--- config.mk ---
export PLATFORM = sky130hd
export DESIGN_NAME = st_to_mm_fifo_bridge
export DESIGN_NICKNAME = d
export VERILOG_FILES = /design/src/rtl/st_to_mm_fifo_bridge.sv
export SDC_FILE = /design/constraint.sdc
export NUM_CORES = 1
export LEC_CHECK = 0
export CORE_ASPECT_RATIO = 0.8
export CORE_MARGIN = 5
export CORE_UTILIZATION = 40
export CTS_CLUSTER_SIZE = 24
export DETAILED_ROUTE_END_ITERATION = 16
export PLACE_DENSITY = 0.58
export SLEW_MARGIN = 20
export SYNTH_ARGS = -nofsm -noshare
export SYNTH_HDL_FRONTEND = slang
export SYNTH_SLANG_ARGS = --single-unit
--- constraint.sdc ---
create_clock -name clock -period 3.9 [get_ports clock]
set_input_delay 0.78 -clock clock [delete_from_list [all_inputs] [get_ports clock]]
set_output_delay 0.78 -clock clock [all_outputs]
set_load 0.02 [all_outputs]
--- src/rtl/st_to_mm_fifo_bridge.sv ---
// rtl/st_to_mm_fifo_bridge.sv - Avalon-ST sink to Avalon-MM read-slave FIFO bridge with CSR window
//
// Streaming producer pushes words through st_*; the bus master pops them from
// address 0 with show-ahead semantics. Addresses 1..3 are STATUS, AFULL
// threshold and CTRL (flush / irq enable / clear back-pressure sticky).

module st_to_mm_fifo_bridge #(
  parameter int DATA_W    = 32,
  parameter int DEPTH     = 32,
  parameter int LVL_W     = $clog2(DEPTH) + 1,
  parameter int AFULL_RST = 24
) (
  input  logic              clock,
  input  logic              reset_n,
  input  logic [DATA_W-1:0] st_data,
  input  logic              st_valid,
  output logic              st_ready,
  input  logic [1:0]        mm_address,
  input  logic              mm_read,
  input  logic              mm_write,
  input  logic [31:0]       mm_writedata,
  output logic [31:0]       mm_readdata,
  output logic              mm_waitrequest,
  output logic              irq
);

  localparam int PTR_W = $clog2(DEPTH);

  localparam logic [1:0] ADDR_DATA   = 2'd0;
  localparam logic [1:0] ADDR_STATUS = 2'd1;
  localparam logic [1:0] ADDR_AFULL  = 2'd2;
  localparam logic [1:0] ADDR_CTRL   = 2'd3;

  logic [DATA_W-1:0] mem [DEPTH];
  logic [PTR_W-1:0]  rd_ptr;
  logic [PTR_W-1:0]  wr_ptr;
  logic [LVL_W-1:0]  level;
  logic [LVL_W-1:0]  afull;
  logic [LVL_W-1:0]  afull_wval;
  logic [LVL_W-1:0]  afull_clamped;
  logic              irq_en;
  logic              bp_sticky;
  logic              irq_q;

  logic              full;
  logic              empty;
  logic              push;
  logic              pop;
  logic              data_rd;
  logic              afull_wr;
  logic              ctrl_wr;
  logic              flush;
  logic              stall;
  logic              afull_flag;
  logic [DATA_W-1:0] head;
  logic [31:0]       status;

  // Only the low bits of writedata are meaningful to any register.
  logic              unused_wdata;
  assign unused_wdata = ^mm_writedata;

  assign full       = (level == LVL_W'(DEPTH));
  assign empty      = (level == '0);
  assign afull_flag = (level >= afull);

  // Ready is forced low during reset so nothing is accepted into a dead FIFO.
  assign st_ready = reset_n & ~full;
  assign push     = st_valid & st_ready;
  assign stall    = st_valid & ~st_ready;

  assign data_rd  = mm_read & (mm_address == ADDR_DATA);
  assign pop      = data_rd & ~empty;
  assign afull_wr = mm_write & (mm_address == ADDR_AFULL);
  assign ctrl_wr  = mm_write & (mm_address == ADDR_CTRL);
  assign flush    = ctrl_wr & mm_writedata[0];

  // A DATA read on an empty FIFO stalls the master; reset releases it at once.
  assign mm_waitrequest = reset_n & data_rd & empty;

  assign irq = irq_q;

  // Show-ahead head: asynchronous read of the register array, so a word
  // written at edge N is visible to the master during cycle N+1.
  assign head = mem[rd_ptr];

  assign status = {bp_sticky, afull_flag, full, empty, 12'b0, 16'(level)};

  // Threshold writes are clamped into 1..DEPTH so the flag is always reachable.
  always_comb begin
    afull_wval    = mm_writedata[LVL_W-1:0];
    afull_clamped = afull_wval;
    if (afull_wval == '0) begin
      afull_clamped = LVL_W'(1);
    end else if (afull_wval > LVL_W'(DEPTH)) begin
      afull_clamped = LVL_W'(DEPTH);
    end
  end

  // Read-data mux for the CSR window; DATA is zero-extended to 32 bits.
  always_comb begin
    mm_readdata = 32'b0;
    case (mm_address)
      ADDR_DATA:   mm_readdata = 32'(head);
      ADDR_STATUS: mm_readdata = status;
      ADDR_AFULL:  mm_readdata = 32'(afull);
      ADDR_CTRL:   mm_readdata = {30'b0, irq_en, 1'b0};
      default:     mm_readdata = 32'b0;
    endcase
  end

  // Storage write; content is not reset, pointers define what is valid.
  always_ff @(posedge clock) begin
    if (push) begin
      mem[wr_ptr] <= st_data;
    end
  end

  // Pointers and level; flush wins over any push or pop in the same cycle.
  always_ff @(posedge clock or negedge reset_n) begin
    if (!reset_n) begin
      rd_ptr <= '0;
      wr_ptr <= '0;
      level  <= '0;
    end else if (flush) begin
      rd_ptr <= '0;
      wr_ptr <= '0;
      level  <= '0;
    end else begin
      if (push) begin
        wr_ptr <= wr_ptr + PTR_W'(1);
      end
      if (pop) begin
        rd_ptr <= rd_ptr + PTR_W'(1);
      end
      if (push && !pop) begin
        level <= level + LVL_W'(1);
      end else if (pop && !push) begin
        level <= level - LVL_W'(1);
      end
    end
  end

  // Control registers: threshold and interrupt enable.
  always_ff @(posedge clock or negedge reset_n) begin
    if (!reset_n) begin
      afull  <= LVL_W'(AFULL_RST);
      irq_en <= 1'b0;
    end else begin
      if (afull_wr) begin
        afull <= afull_clamped;
      end
      if (ctrl_wr) begin
        irq_en <= mm_writedata[1];
      end
    end
  end

  // Back-pressure sticky: a fresh stall outranks a software clear.
  always_ff @(posedge clock or negedge reset_n) begin
    if (!reset_n) begin
      bp_sticky <= 1'b0;
    end else if (stall) begin
      bp_sticky <= 1'b1;
    end else if (ctrl_wr && mm_writedata[2]) begin
      bp_sticky <= 1'b0;
    end
  end

  // Registered level interrupt, one cycle behind the level it reflects.
  always_ff @(posedge clock or negedge reset_n) begin
    if (!reset_n) begin
      irq_q <= 1'b0;
    end else begin
      irq_q <= irq_en & afull_flag;
    end
  end

endmodule

# == Word-level counts from Yosys, hierarchy flattened ==
# Memory sizes are Yosys's and may differ from the RTL's.
# Cells that the tools add are included.
# word_totals
regBits,25
ramBits,1024
in_bits,71
output_inout_bits,35
elab_cells,58
memories,1
# memory_table
name,depth,word_bits,rd,rd_ports_with_merged_regs,wr,line_no,text
mem,32,32,1,0,1,34,logic [DATA_W-1:0] mem [DEPTH];
# classes
addsub,4
n_lt_le_gt_ge,2
eq_ne,4
muxes,14
n_bitwise,14
n_reduce_logical,12
# op_table
operator,count
$pmux 32 s4,1
$mux 6,5
$mux 5,4
$logic_not 6->1,2
$and 1x1->1,11
$add 5x1->5 const B,2
$add 6x1->6 const B,1
$eq 6x6->1 const B,1
$ge 6x6->1,1
$gt 6x6->1 const B,1
$reduce_bool 2->1,3
$sub 6x1->6 const B,1
$eq 2x2->1 const B,2
$mux 1,4
$logic_and 1x1->1,3
$not 1->1,3
$reduce_bool 3->1,1
$eq 2x1->1 const B,1
$logic_not 1->1,2
$logic_not 2->1,1

# == Longest topological paths before layout ==
# Gate-level depths: netlist (run 1).
# depth
depth_word,9
depth_mapped,12
depth_no_buf,11

# == Least setup slack after synthesis (run 1) ==
# Ideal clock, no wire load.
# synth_path
kind,register -> output
from,register rd_ptr[0]
to,output mm_readdata[31]
t_arrival_ns,2.588
required_time_ns,3.120
slack_ns,0.532
stages_incl_launch_ff,9
path_buffers,4
path_cell_list,dfrtp_1 buf_4 buf_4 buf_6 nand3b_1 buf_2 o221ai_1 a2111oi_0 a2111oi_0
# synth_between
elab_chain_cells,2
# synth_lines
item,line_no,text
"start, declared",35,logic [PTR_W-1:0] rd_ptr;
"start signal, assigned",133,rd_ptr <= rd_ptr + PTR_W'(1);
$mem_v2 32x32,--,
$pmux 32 s4,102,case (mm_address)
"end, declared",22,"output logic [31:0] mm_readdata,"
# No other way between the ends.

# == Worst setup path after layout (run 1) ==
# layout_path
from,register rd_ptr[0]
to,output mm_readdata[6]
# The elaborated chain is that of the path after synthesis.

==> results of run 1 <==
-- synthesized netlist by cell type, types with 8 or more instances --
| cell type | number |
|---|---|
| a211oi_1 | 8 |
| a21oi_1 | 25 |
| a22oi_1 | 12 |
| buf_1 | 14 |
| buf_2 | 31 |
| buf_4 | 8 |
| clkbuf_1 | 40 |
| dfrtp_1 | 23 |
| edfxtp_1 | 1024 |
| ha_1 | 15 |
| inv_1 | 15 |
| mux2i_1 | 61 |
| mux4_2 | 287 |
| nand2_1 | 20 |
| nor2_1 | 79 |
| o21ai_0 | 14 |
| o221ai_1 | 8 |
-- path summary, 6_finish.rpt --
| path | slack, ns | end | start |
|---|---|---|---|
| worst min register to register | 0.49 | afull[3] | afull[3] |
| max in group asynchronous | 3.05 | afull[4] | reset_n |
| worst max register to register | 0.80 | level[5] | level[0] |
| min in group asynchronous | 0.52 | rd_ptr[0] | reset_n |
| worst max-delay path | -0.06 | mm_readdata[6] | rd_ptr[0] |
| worst min-delay path | 0.49 | afull[3] | afull[3] |
-- metal layers --
| metal | up-vias | global-route usage, % | share of wire, % |
|---|---|---|---|
| li1 | 8137 | - | - |
| met1 | 10700 | 26.7 | 43 |
| met2 | 648 | 30.4 | 49 |
| met3 | 146 | 3.14 | 5.9 |
| met4 | 0 | 4.75 | 2.2 |
| met5 | - | 0 | 0 |
-- logic make-up (layout without fill, tap and decap cells) --
kind of cell	count (synthesis)	in the layout	synth area share, %
flops	1049	1049	77.2
simple gates	142	142	1.62
xor+xnor	12	12	0.259
fa+ha+maj	16	16	0.511
buf+inv	113	475	1.27
compound gates	96	96	1.62
mux	352	352	17.5
-- per-stage QoR --
| stage | instance area (µm²) | power [µW] | instances |
|---|---|---|---|
| 2_1_floorplan | 40600 | 18200 | 1780 |
| 3_3_place_gp | 44300 | 20700 | 3221 |
| 3_5_place_dp | 44300 | 20800 | 3221 |
| 4_1_cts | 48700 | 31900 | 3456 |
| 5_1_grt | 48900 | 33100 | 3467 |
| 6_report | 48900 | 31800 | 3467 |
-- final cells by class --
class | instances | area [µm²]
Timing Repair Buffer | 273 | 3240
Tap cell | 1325 | 1660
Multi-Input combinational cell | 618 | 9340
Clock buffer | 122 | 2650
Fill cell | 8090 | 51800
Inverter | 16 | 60.1
Clock inverter | 64 | 593
Sequential cell | 1049 | 31400
-- sequential cells by signal, summed over array words and instances, names as in the netlist --
name and count:
mem 1024, afull 6, level 6, rd_ptr 5, wr_ptr 5, bp_sticky 1, irq 1, irq_en 1
-- report_power, final --
group / internal [µW] / total, µW / switching (µW)
registers: 12700 / 13000 / 217
clock network: 5450 / 9620 / 4170
logic: 4990 / 9240 / 4250
-- critical path, delay by kind of cell (launching register included) --
family / cells / cell delay (ns)
multiplexers: 3 / 1.15
buffers and inverters: 5 / 0.75
flip-flops: 1 / 0.52
AND/OR/NAND/NOR: 1 / 0.04
-- timing repair --
| item | in CTS | in global routing |
|---|---|---|
| gates resized for setup | 257 | 61 |
| setup buffers | 32 | 15 |
| pin swaps | 18 | 16 |
| gates cloned | 19 | 5 |
| setup endpoints to repair | 32 | 32 |
==> results.ini, run 1 <==
[timing]
hold_viol_final = 0
drv_slew = 0
holdWs_ns = 0.488
rsz0062_at_grt = yes
fin_ws_ns = -0.0565
period_needed_ns = 3.96
skew_ns = 0.0276
setup_tns_ns = -0.480
max-slew-margin-rel_pct = 26.3
fmax_mhz = 253
worstMarginPinSlew_ns = 1.10
setup_viol = 16
fin_crit_sh_pct = 101

[global_route]
grt_pass1_wl_um = 146000
grt_pass1_vias = 20500
antenna_found_initial = 0
grt_max_degree = 48
grt_usage_pct = 18.7
grt.overflow.total = 0

[setup_path]
critical_path_class = reg2out
worstPathMaxFanout = 8
rr_worst_depth = 11
critPathMaxStageDelay_ns = 0.52
startpoint_type = flop
path_cells = buf_12, buf_12, buf_16, mux4_2, mux4_2, mux2i_1, buf_4, nor2_2, buf_6
crit_arrival_ns = 3.18
crit_required_ns = 3.12
cp_slowest_cell = dfrtp_4
end_kind = output port

[routing]
first_iter_violations = 1835
num_vias = 19600
drc = 0
drt-total-wl_um = 101000
via_per_inst = 5.66
drt-wirelength-per-cell_um = 29.2
dr.pass1.iters = 5
ant_nets = 0

[synth]
synth_top_area_cell = edfxtp_1
synth_seq_area_share_pct = 77.2
yosys_warnings = 0
synthDistinctLibCells = 54
syn_area_per_cell_um2 = 22.8
synthArstFlopShare_pct = 2.38
synth_area_leaders = edfxtp_1 76%, mux4_2 16%, mux2i_1 1.5%
synth_nets = 1867
synth_seq_cells = 1049
synth_edf_count = 1024
synthesis.area_mm2 = 0.0406
synthCells = 1780
synth_flop_cell = edfxtp_1
synth_top_area_share_pct = 75.7

[run]
drv_cap = 0

[floorplanning]
rows = 104
start_util_pct = 40.4
die_h_um = 295
die_area_mm2 = 0.108
io_pins = 106
core_mm2 = 0.101
die_w_um = 366

[power_and_ir_drop]
p_per_area_mw_per_mm2 = 650
power.leakage_uw = 0.0153
vdd_ir_drop_max_mv = 0.386

[outcome]
violations = setup timing
status = complete, but fails checks

[cts]
insertion_delay_ns = 0.68
clock_path_buffers = 3
clock-sinks = 1049
postCtsHoldBufs = 0
cts_root_buf = clkbuf_16
clk_pin_slew_ns = 0.06
cts_max_level = 3
cts_tree = yes
cts_inserted_buffers = 102

[hold_path]
worstHoldPathCells = 2
min_path_type = reg2reg

[finish]
fin_nets = 2147
drive_gt1_share_pct = 35.9
insertedDiodeCount = 0
final_cell_mix = 1024 x edfxtp_1, 287 x mux4_2, 129 x buf_4
areaGrowthSynthToFinish_pct = 20.4
final_core_util_pct = 48.6
final_common_cell = edfxtp_1

[placed_design]
routabilityCongestion = 0.787
dp_slack_ns = -0.0732
hpwlAfterDp_um = 55000
io_buffers = 79

Note: power is estimated with default switching activity, not from simulation.
==> inputs of run 2 (changes only) <==
Settings changed: CTS_CLUSTER_DIAMETER from default to 80.
==> run 2 against run 1 <==
Effect of this change: the flow still finishes with violations (setup timing); combinational power down 2%; total power shrank 12%; via count fell by 2.7%; worst setup slack improved by 0.0076 ns; routed wire length fell by 2.4%; sequential cell count unchanged; maximum frequency is 0.19% higher; cell area down 3.8%; first-iteration DRC count rose by 0.11%; final cell count fell by 3.5%; utilization decreased by 1.8 points; non-clock buffer count is 8 lower.
==> results.ini, run 2 (same netlist as run 1, synthesis figures left out) <==
[routing]
via_per_inst = 5.71  ; +0.82%
dr.pass1.iters = 7  ; +2
drt-total-wl_um = 98900  ; -2.4%
num_vias = 19100  ; -2.7%
first_iter_violations = 1837  ; +0.11%
drt-wirelength-per-cell_um = 29.6  ; +1.2%
drc = 0  ; unchanged
ant_nets = 0  ; unchanged

[finish]
areaGrowthSynthToFinish_pct = 15.8
top_regs = mem: 1024 flops, afull: 6 flops, level: 6 flops
n_fill_cell = 8238  ; +1.8%
design_area_mm2 = 0.0471  ; -3.8%
largest-register = mem
insertedDiodeCount = 0  ; unchanged
largest_reg_flops = 1024  ; unchanged
multi_input_area_mm2 = 0.00938  ; +0.51%
drive_gt1_share_pct = 33.9  ; -2.0 points
fin_nets = 2089  ; -2.7%
seqCellArea_mm2 = 0.0314  ; unchanged
final_cell_mix = 1024 x edfxtp_1, 287 x mux4_2, 126 x buf_4
final_common_cell = edfxtp_1

[cts]
clock_path_buffers = 3  ; unchanged
cts_max_level = 2  ; -1
cts_inserted_buffers = 52  ; -49%
cts_tree = yes
postCtsHoldBufs = 0  ; unchanged
clock-sinks = 1049  ; unchanged
clk_pin_slew_ns = 0.10  ; +0.04 ns
cts_root_buf = clkbuf_16
insertion_delay_ns = 0.66  ; -0.02 ns

[setup_path]
crit_required_ns = 3.12  ; about the same
critPathMaxStageDelay_ns = 0.53  ; about the same
startpoint_type = flop
crit_arrival_ns = 3.17  ; about the same
reg2reg_slack_ns = 0.77  ; -0.03 ns
worstPathMaxFanout = 7  ; -1
path_cells = buf_12, buf_16, buf_12, buf_16, mux4_2, mux4_2, mux2i_1, nor2_1, buf_4
cp.buffers_inverters = 5  ; unchanged
cp_slowest_cell = dfrtp_4
critical_path_class = reg2out
end_kind = output port
crit_family = multiplexers

[timing]
max-slew-margin-rel_pct = 30.0  ; +3.7 points
skew_ns = 0.0348  ; +0.00726 ns
fin_crit_sh_pct = 101  ; -0.19 points
setup_tns_ns = -0.291  ; +0.189 ns
hold_viol_final = 0  ; unchanged
rsz0062_at_grt = yes
setup_viol = 14  ; -2
fmax_mhz = 253  ; +0.19%
worstMarginPinSlew_ns = 1.05  ; -0.0555 ns
holdWs_ns = 0.490  ; +0.00201 ns
period_needed_ns = 3.95  ; -0.00758 ns
drv_slew = 0  ; unchanged
fin_ws_ns = -0.0489  ; +0.00758 ns

[placed_design]
io_buffers = 79  ; unchanged
dpl_cell_area_mm2 = 0.0443  ; unchanged
hpwlAfterDp_um = 55000  ; unchanged
routabilityCongestion = 0.787  ; unchanged
dp_slack_ns = -0.0732  ; unchanged

[global_route]
antenna_found_initial = 0  ; unchanged
grt_pass1_vias = 20000  ; -2.7%
grt_max_degree = 48  ; unchanged
grt_pass1_wl_um = 143000  ; -1.8%
grt.overflow.total = 0  ; unchanged
grt_usage_pct = 18.3  ; -0.40 points

[floorplanning]
core_mm2 = 0.101  ; unchanged
io_pins = 106  ; unchanged
rows = 104  ; unchanged
die_h_um = 295  ; unchanged
die_area_mm2 = 0.108  ; unchanged
start_util_pct = 40.4  ; unchanged
die_w_um = 366  ; unchanged

[power_and_ir_drop]
p_per_area_mw_per_mm2 = 595  ; -8.5%
vdd_ir_drop_max_mv = 0.346  ; -10%
power.leakage_uw = 0.0144  ; -6.1%

[run]
drv_cap = 0  ; unchanged

[hold_path]
min_path_type = reg2reg

[outcome]
status = complete, but fails checks
violations = setup timing

## run 2: layout make-up
cell class | instances | area share (%)
inverters | 16 | 0.128
clock inverters | 9 | 0.226
well taps | 1325 | 3.52
flip-flops and latches | 1049 | 66.7
repair buffers | 265 | 6.62
multi-input cells | 618 | 19.9
clock buffers | 63 | 2.90
## run 2: per-layer routing
metal | track usage (%) | vias to the layer above | routed length (µm)
li1 | - | 7919 | -
met1 | 26.6 | 10500 | 43700
met2 | 29.9 | 545 | 47800
met3 | 2.66 | 95 | 5580
met4 | 3.89 | 0 | 1810
met5 | 0 | - | 0
## run 2: power by group
part	switching, µW	total, µW	internal [µW]
Clock	3460	5990	2530
Sequential	206	12900	12700
Combinational	4180	9100	4920
## run 2: per-stage QoR
stage	utilization, %	instances	total power [µW]
after global routing	46.7	3345	29200
after CTS	46.5	3337	28100
final	46.7	3345	28000
after detailed placement	43.9	3221	20800
after global placement	43.9	3221	20700
after floorplan	-	1780	18200
## run 2: timing repair
item | CTS | global route
pin swaps | 20 | 20
gates cloned | 16 | 5
setup buffers | 30 | 13
resized for setup | 243 | 74
endpoints found under the setup margin | 32 | 32
hold endpoints to repair | 0 | 0
## run 2: path summary, 6_finish.rpt
path                            from  depth (start not counted)              end
hold / removal              afull[3]                          2         afull[3]
max in group asynchronous    reset_n                          2         afull[3]
min in group asynchronous    reset_n                          2        rd_ptr[0]
setup reg to reg            level[0]                         10         level[5]
hold reg to reg             afull[3]                          2         afull[3]
setup / recovery           rd_ptr[0]                          9  mm_readdata[13]
## run 2: worst register-to-register path, cell delays in order, from the launching register on
cell and delay (ns):
dfrtp_1 0.47, or4_4 0.58, o311ai_2 0.50, nand2_4 0.14, ha_1 0.30, a21o_1 0.17, a21oi_1 0.24, o21ai_0 0.16
mux2i_1 0.21, xnor2_1 0.15, nor2_1 0.05
==> inputs of run 3 (changes only) <==
Settings changed: CORE_UTILIZATION 40 to 55, PLACE_DENSITY 0.58 to 0.74.
==> run 3 against run 2 <==
Effect of this change: the run still ends with setup timing left; maximum frequency rose by 0.14%; combinational power fell by 4.0%; global-route usage rose by 6.1 points; hold slack improved by 0.0045 ns; sequential share of layout area rose by 1.2 points; sequential cell count did not move; cell area fell by 1.8%; critical endpoint is now mm_readdata[8].
==> results.ini, run 3 (same netlist as run 1, synthesis figures left out) <==
[finish]
final_cell_mix = 1024 x edfxtp_1, 287 x mux4_2, 138 x buf_4
final_core_util_pct = 62.9  ; +16 points
fin_nets = 2088  ; -0.048%
drive_gt1_share_pct = 32.5  ; -1.5 points
largest_reg_flops = 1024  ; unchanged
multi_input_area_mm2 = 0.00923  ; -1.6%
areaGrowthSynthToFinish_pct = 13.8
top_regs = mem: 1024 flops, afull: 6 flops, level: 6 flops
n_fill_cell = 4717  ; -43%
final_common_cell = edfxtp_1
largest-register = mem
seqCellArea_mm2 = 0.0314  ; unchanged

[power_and_ir_drop]
switching_share_pct = 27.3  ; -0.67 points
comb_power_share_pct = 31.8  ; -0.7 points
switchingPower_uw = 7520  ; -4.2%
clock_power_share_pct = 21.1  ; -0.3 points
p_per_area_mw_per_mm2 = 595  ; about the same
intPower_uw = 20000  ; -0.90%
vdd_ir_drop_max_mv = 0.407  ; +18%
power.leakage_uw = 0.0143  ; -0.71%
pwr-share-seq_pct = 47.1  ; +1.0 points

[global_route]
antenna_found_initial = 2  ; +2
grt_pass1_wl_um = 140000  ; -2.4%
grt.overflow.total = 0  ; unchanged
grt_max_degree = 52  ; +8.3%
grt_pass1_vias = 20100  ; +0.57%
grt_usage_pct = 24.4  ; +6.1 points

[setup_path]
rr_worst_depth = 10  ; unchanged
critical_path_class = reg2out
rr_startpoint = level[4]
worstPathMaxFanout = 8  ; +1
crit_start = rd_ptr[0]
crit_required_ns = 3.12  ; about the same
crit_arrival_ns = 3.16  ; about the same
end_kind = output port
startpoint_type = flop

[floorplanning]
core_mm2 = 0.0735  ; -27%
rows = 89  ; -14%
start_util_pct = 55.3  ; +15 points
die_w_um = 314  ; -14%
io_pins = 106  ; unchanged
die_h_um = 253  ; -14%
die_area_mm2 = 0.0795  ; -27%

[timing]
fin_crit_sh_pct = 101  ; -0.15 points
drv_slew = 0  ; unchanged
setup_tns_ns = -0.240  ; +0.0513 ns
fmax_mhz = 254  ; +0.14%
worstMarginPinSlew_ns = 1.05  ; -0.000345 ns
max-slew-margin-rel_pct = 30.0  ; about the same
fin_ws_ns = -0.0432  ; +0.00571 ns
rsz0062_at_grt = yes
skew_ns = 0.0157  ; -0.0191 ns
period_needed_ns = 3.94  ; -0.00571 ns
setup_viol = 10  ; -4
hold_viol_final = 0  ; unchanged

[cts]
clock_path_buffers = 3  ; unchanged
cts_root_buf = clkbuf_16
clk_pin_slew_ns = 0.10  ; about the same
cts_inserted_buffers = 50  ; -3.8%
insertion_delay_ns = 0.62  ; -0.04 ns
clock-sinks = 1049  ; unchanged
postCtsHoldBufs = 0  ; unchanged
cts_max_level = 2  ; unchanged
cts_tree = yes

[routing]
drt-total-wl_um = 96700  ; -2.2%
ant_nets = 0  ; unchanged
drt-wirelength-per-cell_um = 32.5  ; +9.8%
first_iter_violations = 2663  ; +45%
via_per_inst = 6.63  ; +16%
drc = 0  ; unchanged
num_vias = 19800  ; +3.4%
dr.pass1.iters = 7  ; unchanged

[placed_design]
routabilityCongestion = 0.812  ; +3.2%
io_buffers = 79  ; unchanged
hpwlAfterDp_um = 52200  ; -5.2%

[outcome]
violations = setup timing
status = complete, but fails checks

[hold_path]
hp-start = afull[4]
worstHoldPathCells = 2  ; unchanged
min_path_type = reg2reg

[run]
drv_cap = 0  ; unchanged

-- run 3: worst paths after layout --
kind                             endpoint  slack, ns
min                              afull[4]       0.50
min in group asynchronous       bp_sticky       0.61
max                        mm_readdata[8]      -0.04
min reg2reg                      afull[4]       0.50
max in group asynchronous        afull[3]       2.98
max reg2reg                      level[5]       0.79
-- run 3: critical path: stages, from the launching register on --
cell and delay [ns]:
dfrtp_4 0.53, buf_16 0.20, buf_4 0.21, mux4_2 0.53
mux4_2 0.50, mux2i_1 0.18, buf_4 0.16, nor2_1 0.04
buf_2 0.17
-- run 3: cell type report --
cell class / count / share of cell area (%)
Inverter: 16 / 0.130
Clock buffer: 72 / 3.02
Antenna cell: 2 / 0.0108
Multi-Input combinational cell: 619 / 20.0
Clock inverter: 3 / 0.0784
Timing Repair Buffer: 265 / 6.36
Sequential cell: 1049 / 67.9
Tap cell: 955 / 2.58
-- run 3: power groups by stage --
| stage | clock network, µW | logic [µW] | registers (µW) |
|---|---|---|---|
| after CTS | 5900 | 8580 | 13000 |
| after global placement | 0 | 7210 | 13200 |
| after global routing | 6340 | 9250 | 13000 |
| after floorplan | 0 | 5090 | 13100 |
| after detailed placement | 0 | 7320 | 13200 |
| final | 5810 | 8740 | 13000 |
-- run 3: metrics by stage --
stage	instances	total power, µW	hold slack, ns	instance area (µm²)	worst slack [ns]
finish	2981	27500	0.495	46300	-0.0432
global route	2980	28600	0.538	46300	-0.125
CTS	2960	27400	0.497	46100	-0.125
detailed placement	2842	20500	0.491	43700	0.0852
global placement	2842	20400	0.472	43700	0.0938
floorplan	1780	18200	0.448	40600	0.532
-- run 3: layer usage --
metal  share of wire, %  vias up  wire length [µm]  track usage (%)
li1                   -     7930                 -                -
met1                 39    10600             37500             36.4
met2                 49     1138             47500             39.3
met3                 10      120              9820             4.05
met4                2.0        0              1920             5.03
met5                  0        -                 0                0
-- run 3: repair_timing --
| action | in CTS | in global routing |
|---|---|---|
| gates resized for setup | 217 | 31 |
| pin swaps | 12 | 3 |
| buffers inserted | 28 | 23 |
| gates cloned | 15 | 2 |
| endpoints found under the setup margin | 32 | 32 |
